<file path="config.mk">
export PLATFORM = sky130hd
export DESIGN_NAME = switch_allocator
export DESIGN_NICKNAME = d
export VERILOG_FILES = /design/src/rtl/router_pkg.sv /design/src/rtl/rr_arbiter.sv /design/src/rtl/switch_allocator.sv
export SDC_FILE = /design/constraint.sdc
export NUM_CORES = 1
export LEC_CHECK = 0
export CELL_PAD_IN_SITES_DETAIL_PLACEMENT = 1
export CELL_PAD_IN_SITES_GLOBAL_PLACEMENT = 1
export CORE_MARGIN = 2
export CORE_UTILIZATION = 45
export CTS_CLUSTER_DIAMETER = 80
export DETAILED_ROUTE_END_ITERATION = 16
export PLACE_DENSITY_LB_ADDON = 0.3
export REMOVE_ABC_BUFFERS = 1
export SYNTH_ARGS = -nofsm -noshare
export SYNTH_HDL_FRONTEND = slang
export SYNTH_SLANG_ARGS = --single-unit
</file>
<file path="constraint.sdc">
create_clock -name clk -period 9 [get_ports clk]
set_clock_uncertainty 0.05 [all_clocks]
set_input_delay 1.35 -clock clk [delete_from_list [all_inputs] [get_ports clk]]
set_output_delay 1.35 -clock clk [all_outputs]
set_load 0.05 [all_outputs]
</file>
<file path="src/rtl/router_pkg.sv">
`default_nettype none
// ============================================================================
//  Module      : router_pkg
//  Description : Shared types, constants and width helpers for the
//                virtual-channel router switch allocator.
//  Revision    : 1.0 - initial release
// ============================================================================
package router_pkg;

    // Per-output allocation state: free, or held by one input for a packet.
    typedef enum logic [0:0] {
        SA_IDLE   = 1'b0,
        SA_LOCKED = 1'b1
    } sa_state_e;

    localparam int NUM_PORTS_DEF = 5;
    localparam int PORT_W        = $clog2(NUM_PORTS_DEF);

    // Width of a port index; never collapses to zero bits.
    function automatic int port_w(input int n);
        return (n > 1) ? $clog2(n) : 1;
    endfunction

    // Width of a credit counter able to hold 0..credits inclusive.
    function automatic int credit_w(input int credits);
        return (credits > 0) ? $clog2(credits + 1) : 1;
    endfunction

endpackage
`default_nettype wire

</file>
<file path="src/rtl/rr_arbiter.sv">
`default_nettype none
// ============================================================================
//  Module      : rr_arbiter
//  Description : Combinational round-robin arbiter. Grants the first active
//                request found scanning upward (with wrap) from the pointer.
//  Revision    : 1.0 - initial release
// ============================================================================
module rr_arbiter
    import router_pkg::*;
#(
    parameter int N = 4
) (
    input  logic [N-1:0]         req,
    input  logic [port_w(N)-1:0] ptr,
    output logic [N-1:0]         grant
);

    localparam int c_pw = port_w(N);

    logic [c_pw-1:0] w_idx;
    logic            w_found;

    // Priority scan starting at the pointer; the first hit wins.
    always_comb begin
        grant   = '0;
        w_found = 1'b0;
        w_idx   = '0;
        for (int k = 0; k < N; k++) begin
            w_idx = c_pw'((int'(ptr) + k) % N);
            if (!w_found && req[w_idx]) begin
                grant[w_idx] = 1'b1;
                w_found      = 1'b1;
            end
        end
    end

endmodule
`default_nettype wire

</file>
<file path="src/rtl/switch_allocator.sv">
`default_nettype none
// ============================================================================
//  Module      : switch_allocator
//  Description : Separable input-first switch allocator. Round-robin input
//                and output stages, per-packet output locking and per-output
//                credit gating. Grants and crossbar selects are registered.
//  Revision    : 1.0 - initial release
// ============================================================================
module switch_allocator
    import router_pkg::*;
#(
    parameter int NUM_PORTS = NUM_PORTS_DEF,
    parameter int NUM_VC    = 2,
    parameter int CREDITS   = 4
) (
    input  logic                                          clk,
    input  logic                                          rst_n,
    input  logic [NUM_PORTS-1:0][NUM_PORTS-1:0]           port_req,
    input  logic [NUM_PORTS-1:0]                          req_tail,
    input  logic [NUM_PORTS-1:0]                          credit_return,
    output logic [NUM_PORTS-1:0][NUM_PORTS-1:0]           sa_grant,
    output logic [NUM_PORTS-1:0][port_w(NUM_PORTS)-1:0]   xbar_sel,
    output logic [NUM_PORTS-1:0]                          xbar_valid,
    output logic [NUM_PORTS-1:0][credit_w(CREDITS)-1:0]   credit_cnt
);

    localparam int c_pw = port_w(NUM_PORTS);
    localparam int c_cw = credit_w(CREDITS);
    localparam logic [c_cw-1:0] c_credit_max = c_cw'(CREDITS);
    localparam logic [c_cw-1:0] c_credit_one = c_cw'(1);

    // Degenerate configurations are rejected at elaboration.
    if (NUM_PORTS < 2 || NUM_VC < 1 || CREDITS < 1) begin : g_bad_params
        $error("switch_allocator: unsupported parameter set");
    end

    // ------------------------------------------------------------------
    // State
    // ------------------------------------------------------------------
    sa_state_e                          r_state [NUM_PORTS];
    logic [NUM_PORTS-1:0][c_pw-1:0]     r_owner;
    logic [NUM_PORTS-1:0][c_pw-1:0]     r_out_ptr;
    logic [NUM_PORTS-1:0][c_pw-1:0]     r_in_ptr;
    logic [NUM_PORTS-1:0][c_cw-1:0]     r_credit;

    // ------------------------------------------------------------------
    // Combinational allocation
    // ------------------------------------------------------------------
    // [i][j] indexed by input then output
    logic [NUM_PORTS-1:0][NUM_PORTS-1:0] w_own;
    logic [NUM_PORTS-1:0][NUM_PORTS-1:0] w_elig;
    logic [NUM_PORTS-1:0][NUM_PORTS-1:0] w_s1_gnt;
    logic [NUM_PORTS-1:0][NUM_PORTS-1:0] w_gnt;
    logic [NUM_PORTS-1:0]                w_in_locked;
    // [j][i] indexed by output then input
    logic [NUM_PORTS-1:0][NUM_PORTS-1:0] w_s2_req;
    logic [NUM_PORTS-1:0][NUM_PORTS-1:0] w_s2_gnt;

    logic [NUM_PORTS-1:0]                w_col_any;
    logic [NUM_PORTS-1:0][c_pw-1:0]      w_col_idx;
    logic [NUM_PORTS-1:0]                w_col_tail;
    logic [NUM_PORTS-1:0]                w_row_any;
    logic [NUM_PORTS-1:0][c_pw-1:0]      w_row_next;

    // Eligibility: credit available and output free or owned by this input;
    // a lock owner only competes for its locked output.
    always_comb begin
        w_own       = '0;
        w_elig      = '0;
        w_in_locked = '0;
        for (int i = 0; i < NUM_PORTS; i++) begin
            for (int j = 0; j < NUM_PORTS; j++) begin
                w_own[i][j] = (r_state[j] == SA_LOCKED) && (r_owner[j] == c_pw'(i));
            end
            w_in_locked[i] = |w_own[i];
            for (int j = 0; j < NUM_PORTS; j++) begin
                w_elig[i][j] = port_req[i][j] && (r_credit[j] != '0) &&
                               (w_in_locked[i] ? w_own[i][j] : (r_state[j] == SA_IDLE));
            end
        end
    end

    // Stage 1: each input picks one eligible output.
    for (genvar gi = 0; gi < NUM_PORTS; gi++) begin : g_in_arb
        rr_arbiter #(
            .N     (NUM_PORTS)
        ) u_in_arb (
            .req   (w_elig[gi]),
            .ptr   (r_in_ptr[gi]),
            .grant (w_s1_gnt[gi])
        );
    end

    // Transpose stage-1 picks into per-output request columns.
    always_comb begin
        w_s2_req = '0;
        for (int j = 0; j < NUM_PORTS; j++) begin
            for (int i = 0; i < NUM_PORTS; i++) begin
                w_s2_req[j][i] = w_s1_gnt[i][j];
            end
        end
    end

    // Stage 2: each output picks one of the inputs that chose it.
    for (genvar gj = 0; gj < NUM_PORTS; gj++) begin : g_out_arb
        rr_arbiter #(
            .N     (NUM_PORTS)
        ) u_out_arb (
            .req   (w_s2_req[gj]),
            .ptr   (r_out_ptr[gj]),
            .grant (w_s2_gnt[gj])
        );
    end

    // Final grant matrix plus per-output winner encode and per-input next pointer.
    always_comb begin
        w_gnt      = '0;
        w_col_any  = '0;
        w_col_idx  = '0;
        w_col_tail = '0;
        w_row_any  = '0;
        w_row_next = '0;
        for (int j = 0; j < NUM_PORTS; j++) begin
            w_col_any[j] = |w_s2_gnt[j];
            for (int i = 0; i < NUM_PORTS; i++) begin
                if (w_s2_gnt[j][i]) begin
                    w_col_idx[j]  = c_pw'(i);
                    w_col_tail[j] = req_tail[i];
                end
            end
        end
        for (int i = 0; i < NUM_PORTS; i++) begin
            for (int j = 0; j < NUM_PORTS; j++) begin
                w_gnt[i][j] = w_s2_gnt[j][i];
                if (w_s2_gnt[j][i]) begin
                    w_row_any[i]  = 1'b1;
                    w_row_next[i] = c_pw'((j + 1) % NUM_PORTS);
                end
            end
        end
    end

    // ------------------------------------------------------------------
    // Sequential state
    // ------------------------------------------------------------------

    // Lock, pointer and credit bookkeeping; updates land on the grant edge.
    always_ff @(posedge clk or negedge rst_n) begin
        if (!rst_n) begin
            for (int j = 0; j < NUM_PORTS; j++) begin
                r_state[j] <= SA_IDLE;
            end
            r_owner   <= '0;
            r_out_ptr <= '0;
            r_in_ptr  <= '0;
            for (int j = 0; j < NUM_PORTS; j++) begin
                r_credit[j] <= c_credit_max;
            end
        end else begin
            for (int j = 0; j < NUM_PORTS; j++) begin
                // A lock is released only by a granted tail; stalls keep it.
                if (w_col_any[j]) begin
                    if (w_col_tail[j]) begin
                        r_state[j]   <= SA_IDLE;
                        r_out_ptr[j] <= c_pw'((int'(w_col_idx[j]) + 1) % NUM_PORTS);
                    end else begin
                        r_state[j] <= SA_LOCKED;
                        r_owner[j] <= w_col_idx[j];
                    end
                end
                // A grant always implies a nonzero count, so no underflow.
                case ({w_col_any[j], credit_return[j]})
                    2'b10: r_credit[j] <= r_credit[j] - c_credit_one;
                    2'b01: begin
                        if (r_credit[j] != c_credit_max) begin
                            r_credit[j] <= r_credit[j] + c_credit_one;
                        end
                    end
                    default: r_credit[j] <= r_credit[j];
                endcase
            end
            for (int i = 0; i < NUM_PORTS; i++) begin
                if (w_row_any[i]) begin
                    r_in_ptr[i] <= w_row_next[i];
                end
            end
        end
    end

    // Registered outputs driving switch traversal next cycle.
    always_ff @(posedge clk or negedge rst_n) begin
        if (!rst_n) begin
            sa_grant   <= '0;
            xbar_sel   <= '0;
            xbar_valid <= '0;
        end else begin
            sa_grant   <= w_gnt;
            xbar_sel   <= w_col_idx;
            xbar_valid <= w_col_any;
        end
    end

    assign credit_cnt = r_credit;

endmodule
`default_nettype wire
</file>
==> implementation parameters, run 1 <==
Parameter                              Value

Status
  Run status ... complete, no violations

Logic synthesis
  Synthesized instance count ... 2937
  Per-instance average area after synthesis ... 7.30 um^2
  Synth Warn # ... 0
  Sequential-to-total area share from yosys stat ... 12.3%
  Number of synthesized register bits ... 105
  Post-synth EDFFs ... 0
  Distinct cell type count after synthesis ... 121
  Fraction of registers with async set/reset ... 100%
  Cell area after synthesis ... 0.0214 mm^2
  Most instantiated flip-flop cell in the synthesis netlist ... sky130_fd_sc_hd__dfrtp_1

Global route
  Total gr overflow ... 0
  Total global-route track usage ... 33.1%
  Global-route wire length before repair ... 132000 um
  Vias in the first global route ... 23700
  Number of antenna violations at the first check in global routing ... 0
  Largest net degree at the start of global routing ... 54

Worst hold path
  Hold Path Sink ... credit_cnt[8]
  Worst Hold Path Cells ... 1
  Worst hold path type ... reg2reg
  Beginning of the worst hold path ... credit_cnt[8]

Worst setup path
  Startpoint types ... flip-flop
  WP buf/inv ... 4
  Endpoint required time on the critical path ... 9.26 ns
  Crit-path max cell delay ... 0.61 ns
  Capturing element type of the critical path ... flip-flop
  Cell type of the slowest stage on the worst timing path ... sky130_fd_sc_hd__o211ai_1
  Critical R2R Capture ... credit_cnt[5]
  Cell type group with the largest total delay on the critical path ... simple AND/OR/NAND/NOR gates
  CP Launch Point ... r_in_ptr[7]
  Reg2Reg Depth ... 30
  Register-to-register path setup slack ... 0.50 ns
  Crit path max fanout ... 9
  Worst endpoint data arrival time ... 8.76 ns
  Reg2reg start ... r_in_ptr[7]
  Kind of critical path ... reg2reg

Drt
  Vias per inst ... 6.64
  Antenna violation net count after detailed routing ... 0
  Remaining routing DRC violations ... 0
  Via Count ... 23800
  Average wire per standard cell ... 23.7 um
  First drt pass iteration count ... 6
  Final wirelength ... 84900 um
  Iteration-0 DRC count of the detailed router ... 1679

Finish
  Nets@finish ... 3232
  Synth-to-layout area growth ... 8.91%
  Fraction of layout instances using a drive strength above 1 ... 7.80%
  Number of fill cells in the layout ... 5932
  Final cell utilization of the core ... 49.9%

Floorplan
  Die Outline Area ... 0.0494 mm^2
  Horizontal die dimension ... 222 um
  Io pins ... 97
  Total core area ... 0.0468 mm^2
  Starting Density ... 45.8%
  Die extent in y ... 222 um
  Cell Rows ... 79

STA
  Share of the clock period used by the worst path after layout ... 94.4%
  TNS Setup ... 0 ns
  Hold Vio Cnt, Final ... 0
  Final critical delay including setup and external delays ... 8.50 ns
  Unrepaired setup endpoints after global routing ... no
  Count of endpoints failing setup in the final report ... 0
  Final Max Slew Viols ... 0
  FMAX ... 118 MHz
  Slew headroom ... 11.0%
  Slew of the pin with the lowest slew margin ... 1.32 ns

Clock tree
  Number of H-tree levels ... 3
  TritonCTS clock tree ... built
  Clock buffer count from CTS ... 9
  Root buffer selected by CTS ... sky130_fd_sc_hd__clkbuf_16
  Clock latency at the later pin of the worst-skew pair ... 0.42 ns
  Clock sink count ... 105
  Maximum count of clock buffers along a single path ... 2
  Clock-pin slew reported for the worst setup and hold paths after clock tree synthesis ... 0.10 ns

Placed design
  Weighted congestion at the end of routability-driven global placement ... 0.989
  IO buf count ... 96
  HPWL after detailed placement ... 67600 um

Job
  Number of max-cap violations ... 0
what timing repair did:
| item | CTS | global route |
|---|---|---|
| buffers inserted | 0 | 1 |
| endpoints found under the setup margin | 0 | 12 |
| resized for setup | 0 | 15 |
| hold buffers | 0 | 0 |
cells in the mapped netlist, types with 11 or more instances:
cell type | n | area share, %
sky130_fd_sc_hd__or3_1 | 30 | 0.88
sky130_fd_sc_hd__a21o_1 | 37 | 1.3
sky130_fd_sc_hd__a21oi_1 | 203 | 4.7
sky130_fd_sc_hd__nor4_1 | 33 | 0.96
sky130_fd_sc_hd__a221oi_1 | 11 | 0.45
sky130_fd_sc_hd__and2_1 | 37 | 1.1
sky130_fd_sc_hd__a22o_1 | 15 | 0.61
sky130_fd_sc_hd__nand2_1 | 241 | 4.2
sky130_fd_sc_hd__dfrtp_1 | 100 | 12
sky130_fd_sc_hd__xnor2_1 | 76 | 3.1
sky130_fd_sc_hd__nand4_1 | 25 | 0.73
sky130_fd_sc_hd__o21a_1 | 36 | 1.3
sky130_fd_sc_hd__clkbuf_1 | 84 | 1.5
sky130_fd_sc_hd__nand3b_1 | 18 | 0.63
sky130_fd_sc_hd__a31oi_1 | 54 | 1.6
sky130_fd_sc_hd__nand3_1 | 80 | 1.9
sky130_fd_sc_hd__nor2b_1 | 53 | 1.5
sky130_fd_sc_hd__buf_2 | 20 | 0.47
sky130_fd_sc_hd__or4_1 | 11 | 0.39
sky130_fd_sc_hd__o31ai_1 | 40 | 1.4
sky130_fd_sc_hd__a211oi_1 | 41 | 1.4
sky130_fd_sc_hd__nor3b_1 | 16 | 0.56
sky130_fd_sc_hd__o21ai_0 | 172 | 4.0
sky130_fd_sc_hd__o31a_1 | 11 | 0.45
sky130_fd_sc_hd__inv_1 | 192 | 3.4
sky130_fd_sc_hd__nor3_1 | 119 | 2.8
sky130_fd_sc_hd__mux2i_1 | 65 | 3.0
sky130_fd_sc_hd__o2bb2ai_1 | 15 | 0.61
sky130_fd_sc_hd__nand2b_1 | 73 | 2.1
sky130_fd_sc_hd__and3_1 | 31 | 0.90
sky130_fd_sc_hd__o2111ai_1 | 13 | 0.53
sky130_fd_sc_hd__o211a_1 | 13 | 0.61
sky130_fd_sc_hd__o211ai_1 | 42 | 1.5
sky130_fd_sc_hd__or2_2 | 32 | 0.93
sky130_fd_sc_hd__o22ai_1 | 32 | 0.93
sky130_fd_sc_hd__mux2_2 | 35 | 1.8
sky130_fd_sc_hd__ha_1 | 218 | 13
sky130_fd_sc_hd__nor2_1 | 235 | 4.1
sky130_fd_sc_hd__a22oi_1 | 21 | 0.74
sky130_fd_sc_hd__a211o_1 | 21 | 0.86
placed cells by master (no fill, tap or decap), drive strengths merged, types with 45 or more instances in the layout:
cell type      Yosys  final
a211oi            48     48
nor2b             53     53
buf               33     45
nor2             236    236
nand2b            73     73
xnor2             77     77
inv              200    203
mux2i             65     65
a31oi             54     54
nand2            244    244
nor3             121    121
a21oi            206    206
o211ai            46     46
ha               218    218
nand3             80     80
dfrtp            100    100
clkdlybuf4s50      0     95
o21ai            178    178
worst max path at each step:
| stage | slack (ns) | depth (start not counted) | endpoint |
|---|---|---|---|
| global placement | 0.80 | 30 | credit_cnt[5] |
| CTS | 0.33 | 32 | credit_cnt[2] |
| detailed placement | 0.39 | 32 | credit_cnt[2] |
| global route | 0.01 | 31 | credit_cnt[5] |
| finish | 0.50 | 30 | credit_cnt[5] |
| floorplan | 0.86 | 28 | credit_cnt[5] |
registers in the layout, indices dropped and copies added (netlist names):
name	flops
r_out_ptr	15
r_owner	15
r_in_ptr	15
xbar_sel	10
r_state	5
sa_grant	25
credit_cnt	15
xbar_valid	5
layer usage:
layer  vias up  track usage, %  routed length, um
met5         -               0                  0
met4         0            11.7               2980
met3       142            3.99               4520
met2       723            54.4              38800
met1     11900            44.5              38600
li1      11100               -                  -
logic make-up after synthesis:
family,share of synthesized area (%)
fa+ha+maj,13.4
simple gates,27.8
xor+xnor,3.66
mux,5.17
buf+inv,5.97
compound gates,31.8
flops,12.3
through the flow:
step | instance area [um^2] | setup slack (ns) | cells | hold slack (ns)
CTS | 23300 | 0.326 | 3581 | 0.480
global route | 23300 | 0.0106 | 3582 | 0.505
floorplan | 20900 | 0.861 | 2819 | 0.485
finish | 23300 | 0.501 | 3583 | 0.479
detailed placement | 23000 | 0.392 | 3565 | 0.469
global placement | 23000 | 0.803 | 3565 | 0.457
final cells by class:
class	count	area, um^2	share of cell area [%]
Clock inverter	6	52.6	0.225
Inverter	208	781	3.34
Multi-Input combinational cell	2506	17600	75.4
Sequential cell	105	2640	11.3
Timing Repair Buffer	140	1290	5.52
Tap cell	607	759	3.25
Clock buffer	10	229	0.981
Antenna cell	1	2.50	0.0107
Power of run 1 is left out: the tool's default activity adds up to more than one toggle a clock period on the data nets, which glitch-free logic cannot reach.
==> inputs of run 2 (changes only) <==
--- a/config.mk
+++ b/config.mk
@@ -11,6 +11,7 @@
 export CORE_UTILIZATION = 45
 export CTS_CLUSTER_DIAMETER = 80
 export DETAILED_ROUTE_END_ITERATION = 16
+export GPL_ROUTABILITY_DRIVEN = 0
 export PLACE_DENSITY_LB_ADDON = 0.3
 export REMOVE_ABC_BUFFERS = 1
 export SYNTH_ARGS = -nofsm -noshare
==> constraint.sdc (replaced) <==
create_clock -name clk -period 9 [get_ports clk]
set_clock_uncertainty 0.05 [all_clocks]
set_input_delay 1.35 -clock clk [delete_from_list [all_inputs] [get_ports clk]]
set_output_delay 1.35 -clock clk [all_outputs]
set_load 0.01 [all_outputs]
==> run 2 against run 1 <==
Clock-buffer cell count fell by 1. Via count increased by 0.13%. Highest routed layer unchanged. Design area increased by 0.28%.
==> implementation parameters, run 2 (synthesis results as in run 1) <==
Parameter                              Value

Status
  Run status ... complete, no violations

Clock tree
  Clock-pin slew reported for the worst setup and hold paths after clock tree synthesis ... 0.10 ns (about the same)
  Root buffer selected by CTS ... sky130_fd_sc_hd__clkbuf_16
  Clock sink count ... 105 (unchanged)
  TritonCTS clock tree ... built
  Clock buffer count from CTS ... 9 (unchanged)
  Number of H-tree levels ... 3 (unchanged)
  Clock latency at the later pin of the worst-skew pair ... 0.41 ns (about the same)
  Maximum count of clock buffers along a single path ... 2 (unchanged)
  # hold bufs at CTS ... 0 (unchanged)

STA
  Hold Vio Cnt, Final ... 0 (unchanged)
  Final critical delay including setup and external delays ... 8.47 ns (-0.0259 ns)
  Fin worst setup slack ... 0.527 ns (+0.0259 ns)
  Share of the clock period used by the worst path after layout ... 94.1% (-0.29 points)
  Slew of the pin with the lowest slew margin ... 1.32 ns (-0.000419 ns)
  FMAX ... 118 MHz (+0.31%)
  Count of endpoints failing setup in the final report ... 0 (unchanged)
  Slew headroom ... 11.0% (+0.028 points)
  Final Max Slew Viols ... 0 (unchanged)

Global route
  Global-route wire length before repair ... 129000 um (-1.8%)
  Vias in the first global route ... 23800 (+0.46%)
  Number of antenna violations at the first check in global routing ... 0 (unchanged)
  Total global-route track usage ... 32.1% (-0.98 points)
  Total gr overflow ... 0 (unchanged)
  Largest net degree at the start of global routing ... 67 (+24%)

Job
  Number of max-cap violations ... 0 (unchanged)

Finish
  Antenna fix cells ... 0 (-1)
  Commonest non-fill, non-tap cells in the layout ... sky130_fd_sc_hd__nand2_1 (241), sky130_fd_sc_hd__nor2_1 (235), sky130_fd_sc_hd__ha_1 (217), sky130_fd_sc_hd__a21oi_1 (203), sky130_fd_sc_hd__inv_1 (192)
  Synth-to-layout area growth ... 9.21%
  Fraction of layout instances using a drive strength above 1 ... 8.14% (+0.34 points)
  Flip-flop count of the largest register after layout ... 25 (unchanged)
  Nets@finish ... 3230 (-0.062%)
  Number of fill cells in the layout ... 5910 (-0.37%)
  Leading cell type in the layout, fill and taps excluded ... sky130_fd_sc_hd__nand2_1
  Register with the most flip-flops ... sa_grant

Worst setup path
  Capturing element type of the critical path ... flip-flop
  Worst endpoint data arrival time ... 8.74 ns (-0.02 ns)
  Crit path max fanout ... 13 (+4)
  Reg2reg start ... r_in_ptr[1]
  Startpoint types ... flip-flop
  Kind of critical path ... reg2reg
  Cell type of the slowest stage on the worst timing path ... sky130_fd_sc_hd__nor4_4
  Crit-path max cell delay ... 0.56 ns (-0.05 ns)
  Endpoint required time on the critical path ... 9.26 ns (about the same)
  Critical R2R Capture ... credit_cnt[11]
  Register-to-register path setup slack ... 0.53 ns (+0.03 ns)
  Reg2Reg Depth ... 28 (-6.7%)

Drt
  Vias per inst ... 6.66 (+0.21%)
  Remaining routing DRC violations ... 0 (unchanged)
  Average wire per standard cell ... 23.0 um (-3.0%)
  First drt pass iteration count ... 6 (unchanged)
  Iteration-0 DRC count of the detailed router ... 2050 (+22%)
  Via Count ... 23800 (+0.13%)
  Antenna violation net count after detailed routing ... 0 (unchanged)
  Final wirelength ... 82300 um (-3.1%)

Floorplan
  Total core area ... 0.0468 mm^2 (unchanged)
  Die Outline Area ... 0.0494 mm^2 (unchanged)
  Starting Density ... 45.8% (unchanged)
  Io pins ... 97 (unchanged)
  Die extent in y ... 222 um (unchanged)
  Horizontal die dimension ... 222 um (unchanged)
  Cell Rows ... 79 (unchanged)

Worst hold path
  Worst hold path type ... reg2reg
  Hold Path Sink ... credit_cnt[8]
  Beginning of the worst hold path ... credit_cnt[8]
  Worst Hold Path Cells ... 1 (unchanged)

Placed design
  HPWL after detailed placement ... 65100 um (-3.7%)
  IO buf count ... 96 (unchanged)
  Pre-CTS setup slack ... 0.131 ns (-0.261 ns)
[run 2: repair_timing]
| action | CTS | global route |
|---|---|---|
| pin swaps | 0 | 4 |
| setup buffers | 0 | 5 |
| resized for setup | 1 | 28 |
| setup endpoints to repair | 1 | 18 |
[run 2: how the worst max path moves through the flow]
| stage | start | endpoint | slack [ns] | cells past startpoint |
|---|---|---|---|---|
| after detailed placement | r_in_ptr[10] | credit_cnt[5] | 0.13 | 30 |
| after global placement | r_in_ptr[4] | credit_cnt[11] | 0.62 | 25 |
| final | r_in_ptr[1] | credit_cnt[11] | 0.53 | 28 |
| after floorplan | r_in_ptr[9] | credit_cnt[5] | 0.87 | 28 |
| after CTS | r_in_ptr[1] | credit_cnt[11] | 0.04 | 28 |
| after global routing | r_in_ptr[4] | credit_cnt[13] | -0.02 | 30 |
[run 2: layer usage]
| metal | routed length [um] | global-route usage (%) |
|---|---|---|
| met1 | 34600 | 40.8 |
| met2 | 38200 | 53.5 |
| met3 | 5500 | 4.69 |
| met4 | 4000 | 14.8 |
| met5 | 0 | 0 |
[run 2: critical path, delay by kind of cell (launching register included)]
family                   cells  cell delay, ns
adder cells (fa/ha/maj)      5            1.65
buffers and inverters        4            0.53
multiplexers                 1            0.40
AND/OR/NAND/NOR              8            1.89
AO/OA/AOI/OAI               10            3.27
flip-flops                   1            0.55
[run 2: layout make-up]
type	instances	area, um^2	area share (%)
Tap cell	607	759	3.24
Inverter	208	785	3.35
Clock inverter	7	91.3	0.390
Sequential cell	105	2640	11.3
Multi-Input combinational cell	2506	17600	75.3
Clock buffer	9	225	0.962
Timing Repair Buffer	138	1270	5.44
[run 2: metrics by stage]
step | util (%) | hold slack (ns) | cells | instance area [um^2] | setup TNS (ns)
2_1_floorplan | - | 0.459 | 2819 | 20900 | 0
3_3_place_gp | 49.0 | 0.456 | 3559 | 22900 | 0
3_5_place_dp | 49.0 | 0.461 | 3559 | 22900 | 0
4_1_cts | 49.7 | 0.473 | 3575 | 23300 | 0
5_1_grt | 50.1 | 0.489 | 3580 | 23400 | -0.0192
6_report | 50.1 | 0.466 | 3580 | 23400 | 0
Power of run 2 is left out for the same reason.
